===== src/rtl/ofmap_axis_streamer_if.sv =====
// AXI-Stream bundle used between the ofmap streamer and the S2MM write-back DMA.
// The master drives valid/data/last; the slave drives ready.
interface ofmap_axis_streamer_if #(
    parameter int DATA_WIDTH = 64
);
    logic                  tvalid;
    logic                  tready;
    logic [DATA_WIDTH-1:0] tdata;
    logic                  tlast;

    modport master (output tvalid, output tdata, output tlast, input tready);
    modport slave  (input tvalid, input tdata, input tlast, output tready);
endinterface


===== src/rtl/ofmap_axis_streamer.sv =====
// Reads result lines from the ofmap buffer and serializes each line into AXI-Stream beats.
// The lowest slice of a line goes out first; tlast marks the final beat of the frame.
module ofmap_axis_streamer #(
    parameter  int AXIS_DATA_WIDTH = 64,
    parameter  int LINE_WIDTH      = 1152,
    parameter  int BRAM_DEPTH      = 512,
    localparam int BEATS_PER_LINE  = LINE_WIDTH / AXIS_DATA_WIDTH,
    localparam int AW              = $clog2(BRAM_DEPTH)
) (
    input  logic                  clk,
    input  logic                  rst_n,
    input  logic                  i_start,
    input  logic [AW-1:0]         i_base_addr,
    input  logic [AW:0]           i_num_lines,
    output logic                  o_busy,
    output logic                  o_done,
    output logic                  o_rd_en,
    output logic [AW-1:0]         o_rd_addr,
    input  logic [LINE_WIDTH-1:0] i_rd_data,
    ofmap_axis_streamer_if.master m_axis
);
    localparam int BCW = (BEATS_PER_LINE > 1) ? $clog2(BEATS_PER_LINE) : 1;

    typedef enum logic [2:0] {
        IDLE = 3'd0,
        READ = 3'd1,
        LOAD = 3'd2,
        SEND = 3'd3,
        DONE = 3'd4
    } state_t;

    state_t                 state_reg;
    logic [LINE_WIDTH-1:0]  line_reg;
    logic [BCW-1:0]         beat_cnt_reg;
    logic [AW:0]            lines_left_reg;
    logic [AW-1:0]          rd_ptr_reg;
    logic                   busy_reg;
    logic                   done_reg;
    logic                   rd_en_reg;
    logic [AW-1:0]          rd_addr_reg;
    logic                   tvalid_reg;
    logic                   tlast_reg;

    logic [AXIS_DATA_WIDTH-1:0] beat_slice [BEATS_PER_LINE];
    logic                       last_beat;
    logic [AW-1:0]              ptr_next;
    logic [BCW-1:0]             beat_cnt_next;

    genvar gi;
    generate
        for (gi = 0; gi < BEATS_PER_LINE; gi++) begin : g_slice
            assign beat_slice[gi] = line_reg[gi*AXIS_DATA_WIDTH +: AXIS_DATA_WIDTH];
        end
    endgenerate

    assign last_beat     = (beat_cnt_reg == BCW'(BEATS_PER_LINE - 1));
    assign beat_cnt_next = beat_cnt_reg + 1'b1;
    // Line pointer wraps explicitly so non power-of-two depths still work.
    assign ptr_next      = (rd_ptr_reg == AW'(BRAM_DEPTH - 1)) ? '0 : rd_ptr_reg + 1'b1;

    always_ff @(posedge clk or negedge rst_n) begin
        if (!rst_n) begin
            state_reg      <= IDLE;
            line_reg       <= '0;
            beat_cnt_reg   <= '0;
            lines_left_reg <= '0;
            rd_ptr_reg     <= '0;
            busy_reg       <= 1'b0;
            done_reg       <= 1'b0;
            rd_en_reg      <= 1'b0;
            rd_addr_reg    <= '0;
            tvalid_reg     <= 1'b0;
            tlast_reg      <= 1'b0;
        end else begin
            case (state_reg)
                IDLE: begin
                    done_reg <= 1'b0;
                    if (i_start) begin
                        busy_reg       <= 1'b1;
                        rd_ptr_reg     <= i_base_addr;
                        lines_left_reg <= i_num_lines;
                        if (i_num_lines == '0) begin
                            state_reg <= DONE;
                            done_reg  <= 1'b1;
                        end else begin
                            state_reg   <= READ;
                            rd_en_reg   <= 1'b1;
                            rd_addr_reg <= i_base_addr;
                        end
                    end
                end
                READ: begin
                    rd_en_reg <= 1'b0;
                    state_reg <= LOAD;
                end
                LOAD: begin
                    line_reg     <= i_rd_data;
                    beat_cnt_reg <= '0;
                    tvalid_reg   <= 1'b1;
                    tlast_reg    <= (BEATS_PER_LINE == 1) && (lines_left_reg == (AW+1)'(1));
                    state_reg    <= SEND;
                end
                SEND: begin
                    if (m_axis.tready) begin
                        if (last_beat) begin
                            tvalid_reg     <= 1'b0;
                            tlast_reg      <= 1'b0;
                            beat_cnt_reg   <= '0;
                            lines_left_reg <= lines_left_reg - 1'b1;
                            rd_ptr_reg     <= ptr_next;
                            if (lines_left_reg > (AW+1)'(1)) begin
                                state_reg   <= READ;
                                rd_en_reg   <= 1'b1;
                                rd_addr_reg <= ptr_next;
                            end else begin
                                state_reg <= DONE;
                                done_reg  <= 1'b1;
                            end
                        end else begin
                            beat_cnt_reg <= beat_cnt_next;
                            tlast_reg    <= (beat_cnt_next == BCW'(BEATS_PER_LINE - 1)) &&
                                            (lines_left_reg == (AW+1)'(1));
                        end
                    end
                end
                DONE: begin
                    done_reg  <= 1'b0;
                    busy_reg  <= 1'b0;
                    state_reg <= IDLE;
                end
                default: state_reg <= IDLE;
            endcase
        end
    end

    assign o_busy        = busy_reg;
    assign o_done        = done_reg;
    assign o_rd_en       = rd_en_reg;
    assign o_rd_addr     = rd_addr_reg;
    assign m_axis.tvalid = tvalid_reg;
    assign m_axis.tlast  = tlast_reg;
    assign m_axis.tdata  = beat_slice[beat_cnt_reg];
endmodule


===== src/flat_wrapper.sv =====
// flat-port wrapper written by rule: the top's interface ports become plain ports
module ofmap_axis_streamer_flat 
#(
    parameter  int AXIS_DATA_WIDTH = 64,
    parameter  int LINE_WIDTH      = 1152,
    parameter  int BRAM_DEPTH      = 512,
    localparam int BEATS_PER_LINE  = LINE_WIDTH / AXIS_DATA_WIDTH,
    localparam int AW              = $clog2(BRAM_DEPTH)
)
  (clk, rst_n, i_start, i_base_addr, i_num_lines, o_busy, o_done, o_rd_en, o_rd_addr, i_rd_data, m_axis_tvalid, m_axis_tdata, m_axis_tlast, m_axis_tready);
  ofmap_axis_streamer_if #(.DATA_WIDTH((64))) m_axis_i ();
  input  logic clk;
  input  logic rst_n;
  input  logic i_start;
  input  logic [AW-1:0] i_base_addr;
  input  logic [AW:0] i_num_lines;
  output logic o_busy;
  output logic o_done;
  output logic o_rd_en;
  output logic [AW-1:0] o_rd_addr;
  input  logic [LINE_WIDTH-1:0] i_rd_data;
  output wire logic [$bits(m_axis_i.tvalid)-1:0] m_axis_tvalid;
  output wire logic [$bits(m_axis_i.tdata)-1:0] m_axis_tdata;
  output wire logic [$bits(m_axis_i.tlast)-1:0] m_axis_tlast;
  input wire logic [$bits(m_axis_i.tready)-1:0] m_axis_tready;
  assign m_axis_tvalid = m_axis_i.tvalid;
  assign m_axis_tdata = m_axis_i.tdata;
  assign m_axis_tlast = m_axis_i.tlast;
  assign m_axis_i.tready = m_axis_tready;
  ofmap_axis_streamer #(.AXIS_DATA_WIDTH(AXIS_DATA_WIDTH), .LINE_WIDTH(LINE_WIDTH), .BRAM_DEPTH(BRAM_DEPTH)) u_core (.clk(clk), .rst_n(rst_n), .i_start(i_start), .i_base_addr(i_base_addr), .i_num_lines(i_num_lines), .o_busy(o_busy), .o_done(o_done), .o_rd_en(o_rd_en), .o_rd_addr(o_rd_addr), .i_rd_data(i_rd_data), .m_axis(m_axis_i));
endmodule

===== config.mk =====
export PLATFORM = sky130hd
export DESIGN_NAME = ofmap_axis_streamer_flat
export DESIGN_NICKNAME = d
export VERILOG_FILES = /design/src/rtl/ofmap_axis_streamer_if.sv /design/src/rtl/ofmap_axis_streamer.sv /design/src/flat_wrapper.sv
export SDC_FILE = /design/constraint.sdc
export NUM_CORES = 2
export LEC_CHECK = 0
export BUFFER_PORTS_ARGS = -buffer_cell sky130_fd_sc_hd__buf_2
export CORE_AREA = 10 10 476 478
export DETAILED_ROUTE_END_ITERATION = 8
export DIE_AREA = 0 0 486 488
export SYNTH_ARGS = -nofsm -noshare
export SYNTH_HDL_FRONTEND = slang
export SYNTH_SLANG_ARGS = --single-unit

===== constraint.sdc =====
create_clock -name clk -period 5.1 [get_ports clk]
set_input_delay 0.51 -clock clk [delete_from_list [all_inputs] [get_ports clk]]
set_output_delay 0.51 -clock clk [all_outputs]
set_load 0.01 [all_outputs]

==> impl_metrics.prom <==
# TYPE chip_impl_metric gauge
chip_impl_info{name="run_status",value="finished clean"} 1
chip_impl_metric{name="hold_viol_final",unit=""} 0
chip_impl_metric{name="ctsLongestPathBuffers",unit=""} 3
chip_impl_metric{name="synth-compound-area-share",unit="%"} 3.054
chip_impl_metric{name="synthXorXnorAreaFrac",unit="%"} 0.08135
chip_impl_metric{name="layout-area-overhead-vs-synth",unit="%"} 48.41
chip_impl_metric{name="dpl_wire_length",unit="um"} 192000
chip_impl_metric{name="drv.max_cap_violation_count",unit=""} 0
chip_impl_metric{name="cell_row_count",unit=""} 171
chip_impl_metric{name="placed_cell_area",unit="um2"} 63300
chip_impl_metric{name="yosys-mux-area-fraction",unit="%"} 37.74
chip_impl_metric{name="placed_cells_incl_taps",unit=""} 7300
chip_impl_metric{name="route.final.wire_length",unit="um"} 254700
chip_impl_metric{name="clkSinkCount",unit=""} 1193
chip_impl_info{name="critPathTopFamily",value="buffers and inverters"} 1
chip_impl_metric{name="via_count",unit=""} 41267
chip_impl_metric{name="worst_clock_skew",unit="ns"} 0.04097
chip_impl_metric{name="finalWeightedCongestion",unit=""} 0.9113
chip_impl_metric{name="drc",unit=""} 0
chip_impl_metric{name="finish.instance_area",unit="um2"} 79890
chip_impl_info{name="hold_path_class",value="input port to flip-flop"} 1
chip_impl_metric{name="totalNegativeSetupSlack",unit="ns"} 0
chip_impl_metric{name="setup_viol",unit=""} 0
chip_impl_metric{name="drt_first_pass_iters",unit=""} 5
chip_impl_metric{name="cts_buffers",unit=""} 142
chip_impl_info{name="synth-main-ff-cell",value="sky130_fd_sc_hd__dfrtp_1"} 1
chip_impl_metric{name="antenna_violating_nets_post_route",unit=""} 0
chip_impl_metric{name="report.final.slew_viol_count",unit=""} 0
chip_impl_metric{name="grt_remaining_overflow",unit=""} 0
chip_impl_metric{name="period_share",unit="%"} 94.71
chip_impl_info{name="worst_setup_sp_type",value="flip-flop"} 1
chip_impl_metric{name="ys_ff_latch",unit=""} 1193
chip_impl_info{name="grt_setup_unrepaired",value="no"} 1
chip_impl_metric{name="power.leakage",unit="nW"} 33.65
chip_impl_metric{name="max_freq",unit="MHz"} 207.0
chip_impl_metric{name="finish.net_count",unit=""} 6924
chip_impl_info{name="worstPathCellList",value="buf_12, inv_6, buf_4, mux2i_1, o21ai_0, buf_2"} 1
chip_impl_metric{name="largest_net_degree_at_the_start_of_global_routing",unit=""} 170
chip_impl_metric{name="ys_seq_area_share",unit="%"} 55.46
chip_impl_metric{name="distinct_cells_synth",unit=""} 60
chip_impl_metric{name="netlist_instances",unit=""} 3361
chip_impl_metric{name="clk-insertion-delay-late",unit="ns"} 0.78
chip_impl_metric{name="synth_warnings",unit=""} 0
chip_impl_info{name="crit_slowest_cell",value="sky130_fd_sc_hd__o21ai_0"} 1
chip_impl_info{name="timing_worst_setup_path_type",value="flip-flop to primary output"} 1
chip_impl_metric{name="max_stage_delay",unit="ns"} 0.95
chip_impl_metric{name="cp_data_arrival_time",unit="ns"} 4.32
chip_impl_info{name="tritoncts",value="done"} 1
chip_impl_metric{name="max_ffs_per_register",unit=""} 1152
chip_impl_metric{name="syn-num-nets",unit=""} 4543
chip_impl_metric{name="effective_utilization_at_floorplan",unit="%"} 24.86
chip_impl_metric{name="synth_simple_gate_area_share",unit="%"} 0.9902
chip_impl_metric{name="drt_iter0_drc",unit=""} 2862
chip_impl_metric{name="worst_slew_margin_relative_to_its_limit",unit="%"} 21.20
chip_impl_metric{name="wire_per_inst",unit="um"} 28.95
chip_impl_metric{name="vias_per_cell",unit=""} 4.689
chip_impl_info{name="setup.worst_path.end_class",value="primary output"} 1
chip_impl_metric{name="drive_gt1_share",unit="%"} 52.04
chip_impl_metric{name="worst_setup_hold_path_clk_slew",unit="ns"} 0.08
chip_impl_metric{name="floorplan.die_area",unit="um2"} 237200
chip_impl_metric{name="actual_transition_at_the_worst_max_transition_pin",unit="ns"} 1.170
chip_impl_metric{name="timing.critical_path.required",unit="ns"} 4.59
chip_impl_info{name="cts_root_buf",value="sky130_fd_sc_hd__clkbuf_16"} 1
chip_impl_metric{name="ir_worst_vdd",unit="mV"} 0.3117
chip_impl_metric{name="synthArstFlopShare",unit="%"} 100.0
chip_impl_metric{name="syn-cell-area",unit="um2"} 53830
chip_impl_metric{name="groute.usage.overall",unit="%"} 20.75
chip_impl_metric{name="io_pins",unit=""} 1253
chip_impl_info{name="synth_top_family_by_area",value="multiplexers"} 1
chip_impl_metric{name="grt_pass1_wl",unit="um"} 353600
chip_impl_metric{name="fin_hold_ws",unit="ns"} 0.06879
chip_impl_metric{name="first_global_vias",unit=""} 45469
chip_impl_metric{name="cts_htree_levels",unit=""} 4
chip_impl_metric{name="post_layout_nonfiller_instances",unit=""} 8800
chip_impl_metric{name="die_height",unit="um"} 488
chip_impl_metric{name="die_x",unit="um"} 486
chip_impl_metric{name="grt_antenna_before_repair",unit=""} 132
chip_impl_metric{name="synth_edf_count",unit=""} 0
chip_impl_metric{name="power_density",unit="nW/um2"} 520.9
chip_impl_metric{name="post_cts.resized_instances",unit=""} 0
chip_impl_metric{name="path_max_fanout",unit=""} 48
chip_impl_metric{name="post_synth_fa_ha_maj_area_fraction",unit="%"} 0.1627
chip_impl_metric{name="cp.buffers_inverters",unit=""} 4
chip_impl_metric{name="port-buffer-count",unit=""} 1252
chip_impl_metric{name="synthesis.area_per_instance",unit="um2"} 16.02
chip_impl_metric{name="finalWorstPathRequiredPeriod",unit="ns"} 4.830
chip_impl_metric{name="fp.coreArea",unit="um2"} 216500
[layout by cell type, fill, tap and decap left out, types with 4 or more instances in the layout]
| master | n |
|---|---|
| sky130_fd_sc_hd__buf_2 | 1251 |
| sky130_fd_sc_hd__mux2_2 | 1211 |
| sky130_fd_sc_hd__dfrtp_1 | 1190 |
| sky130_fd_sc_hd__dlygate4sd3_1 | 1151 |
| sky130_fd_sc_hd__mux4_2 | 256 |
| sky130_fd_sc_hd__clkbuf_16 | 142 |
| sky130_fd_sc_hd__diode_2 | 95 |
| sky130_fd_sc_hd__a21oi_1 | 81 |
| sky130_fd_sc_hd__a22o_1 | 68 |
| sky130_fd_sc_hd__mux2i_1 | 67 |
| sky130_fd_sc_hd__buf_4 | 50 |
| sky130_fd_sc_hd__o21ai_1 | 44 |
| sky130_fd_sc_hd__o21ai_0 | 34 |
| sky130_fd_sc_hd__clkbuf_1 | 32 |
| sky130_fd_sc_hd__buf_12 | 28 |
| sky130_fd_sc_hd__clkbuf_8 | 23 |
| sky130_fd_sc_hd__nor2_1 | 22 |
| sky130_fd_sc_hd__clkinv_2 | 22 |
| sky130_fd_sc_hd__nand2_1 | 20 |
| sky130_fd_sc_hd__nand3_1 | 17 |
| sky130_fd_sc_hd__mux2_1 | 12 |
| sky130_fd_sc_hd__inv_1 | 9 |
| sky130_fd_sc_hd__bufinv_16 | 9 |
| sky130_fd_sc_hd__clkinv_16 | 8 |
| sky130_fd_sc_hd__mux2_4 | 7 |
| sky130_fd_sc_hd__ha_1 | 7 |
| sky130_fd_sc_hd__inv_6 | 6 |
| sky130_fd_sc_hd__nor3_1 | 5 |
| sky130_fd_sc_hd__clkinvlp_4 | 5 |
| sky130_fd_sc_hd__nand4_1 | 4 |
| sky130_fd_sc_hd__xnor2_1 | 4 |
| sky130_fd_sc_hd__nor3b_1 | 4 |
| sky130_fd_sc_hd__inv_16 | 4 |
[stage by stage]
step | worst slack [ns] | power [W] | util (%)
final | 0.2696 | 0.04161 | 36.90
after global routing | 0.02527 | 0.04363 | 36.84
after detailed placement | 0.8773 | 0.03079 | 29.23
after floorplan | 2.716 | 0.02338 | -
after CTS | 0.1495 | 0.04228 | 36.78
after global placement | 0.9386 | 0.03048 | 29.23
[path summary, 6_finish.rpt]
kind	from	endpoint	slack, ns	cells past startpoint
min in group asynchronous	rst_n	u_core.line_reg[760]$_DFFE_PN0P_	0.28	2
hold / removal	i_rd_data[971]	u_core.line_reg[971]$_DFFE_PN0P_	0.07	2
max in group asynchronous	rst_n	u_core.line_reg[969]$_DFFE_PN0P_	3.23	3
setup / recovery	u_core.beat_cnt_reg[0]$_DFFE_PN0P_	m_axis_tdata[41]	0.27	6
hold reg to reg	u_core.rd_ptr_reg[8]$_DFFE_PN0P_	u_core.rd_ptr_reg[8]$_DFFE_PN0P_	0.49	2
setup reg to reg	u_core.beat_cnt_reg[0]$_DFFE_PN0P_	u_core.o_rd_addr[2]$_DFFE_PN0P_	1.86	6
[report_power, final]
group / total [W] / switching, W / internal, W
combinational: 0.0152 / 0.00738 / 0.00778
clock: 0.0105 / 0.00445 / 0.00603
sequential: 0.0160 / 0.00278 / 0.0132
[layout make-up]
type | instances | area [um2]
diodes | 95 | 237.7
clock buffers | 197 | 3990
clock inverters | 56 | 823.3
fillers | 20287 | 136600
inverters | 10 | 42.54
multi-input cells | 1915 | 22640
flip-flops and latches | 1193 | 29860
well taps | 2854 | 3571
repair buffers | 2480 | 18720
[worst register-to-register path, cell delays in order, from the launching register on]
cell and delay, ns:
sky130_fd_sc_hd__dfrtp_4 0.81, sky130_fd_sc_hd__buf_12 0.49, sky130_fd_sc_hd__ha_1 0.35, sky130_fd_sc_hd__and4bb_2 0.33
sky130_fd_sc_hd__a31o_2 0.47, sky130_fd_sc_hd__o211ai_4 0.30, sky130_fd_sc_hd__mux2_4 0.37
[synth_stat cells (3+ instances only)]
cell type / count / area, um2
sky130_fd_sc_hd__nand4_1: 4 / 25.02
sky130_fd_sc_hd__nand2_1: 20 / 75.07
sky130_fd_sc_hd__inv_1: 10 / 37.54
sky130_fd_sc_hd__dfrtp_1: 1193 / 29850
sky130_fd_sc_hd__mux2_4: 7 / 105.1
sky130_fd_sc_hd__mux2_1: 12 / 135.1
sky130_fd_sc_hd__nor3b_1: 5 / 37.54
sky130_fd_sc_hd__buf_2: 155 / 775.7
sky130_fd_sc_hd__o31ai_1: 3 / 22.52
sky130_fd_sc_hd__a22o_1: 68 / 595.6
sky130_fd_sc_hd__a31oi_1: 3 / 18.77
sky130_fd_sc_hd__buf_1: 15 / 56.30
sky130_fd_sc_hd__o21ai_1: 44 / 220.2
sky130_fd_sc_hd__or4b_2: 3 / 30.03
sky130_fd_sc_hd__nor2_1: 22 / 82.58
sky130_fd_sc_hd__clkbuf_1: 40 / 150.1
sky130_fd_sc_hd__buf_6: 24 / 270.3
sky130_fd_sc_hd__nor3_1: 6 / 30.03
sky130_fd_sc_hd__mux2_2: 1211 / 13640
sky130_fd_sc_hd__ha_1: 7 / 87.58
sky130_fd_sc_hd__o21ai_0: 34 / 170.2
sky130_fd_sc_hd__buf_4: 8 / 60.06
sky130_fd_sc_hd__xnor2_1: 4 / 35.03
sky130_fd_sc_hd__a21oi_1: 81 / 405.4
sky130_fd_sc_hd__nand3_1: 17 / 85.08
sky130_fd_sc_hd__mux4_2: 256 / 5766
sky130_fd_sc_hd__o2111ai_1: 3 / 26.28
sky130_fd_sc_hd__mux2i_1: 67 / 670.6
[routing by layer]
| metal | wire (um) | part of all wire [%] | track usage, % | up-vias |
|---|---|---|---|---|
| met5 | 405 | 0.16 | 0 | - |
| met4 | 11930 | 4.7 | 8.480 | 66 |
| met3 | 19550 | 7.7 | 6.276 | 555 |
| met2 | 121900 | 48 | 34.64 | 1970 |
| met1 | 101000 | 40 | 24.92 | 21144 |
| li1 | - | - | - | 17532 |
[what timing repair did]
item	4_1_cts	5_1_grt
hold buffers	1150	1
setup endpoints to repair	1	0
hold endpoints to repair	1225	1
setup buffers	1	0
[cells by family (layout without fill, tap and decap cells)]
family                     Yosys count  after routing
adders and majority gates            7              7
and+or+nand+nor                     95             95
muxes                             1553           1553
xor gates and xnor gates             5              5
buffers and inverters              253           2743
DFF                               1193           1193
AOI/OAI and AO/OA                  255            255
other                                0             95
Note: power is estimated with default switching activity, not from simulation.
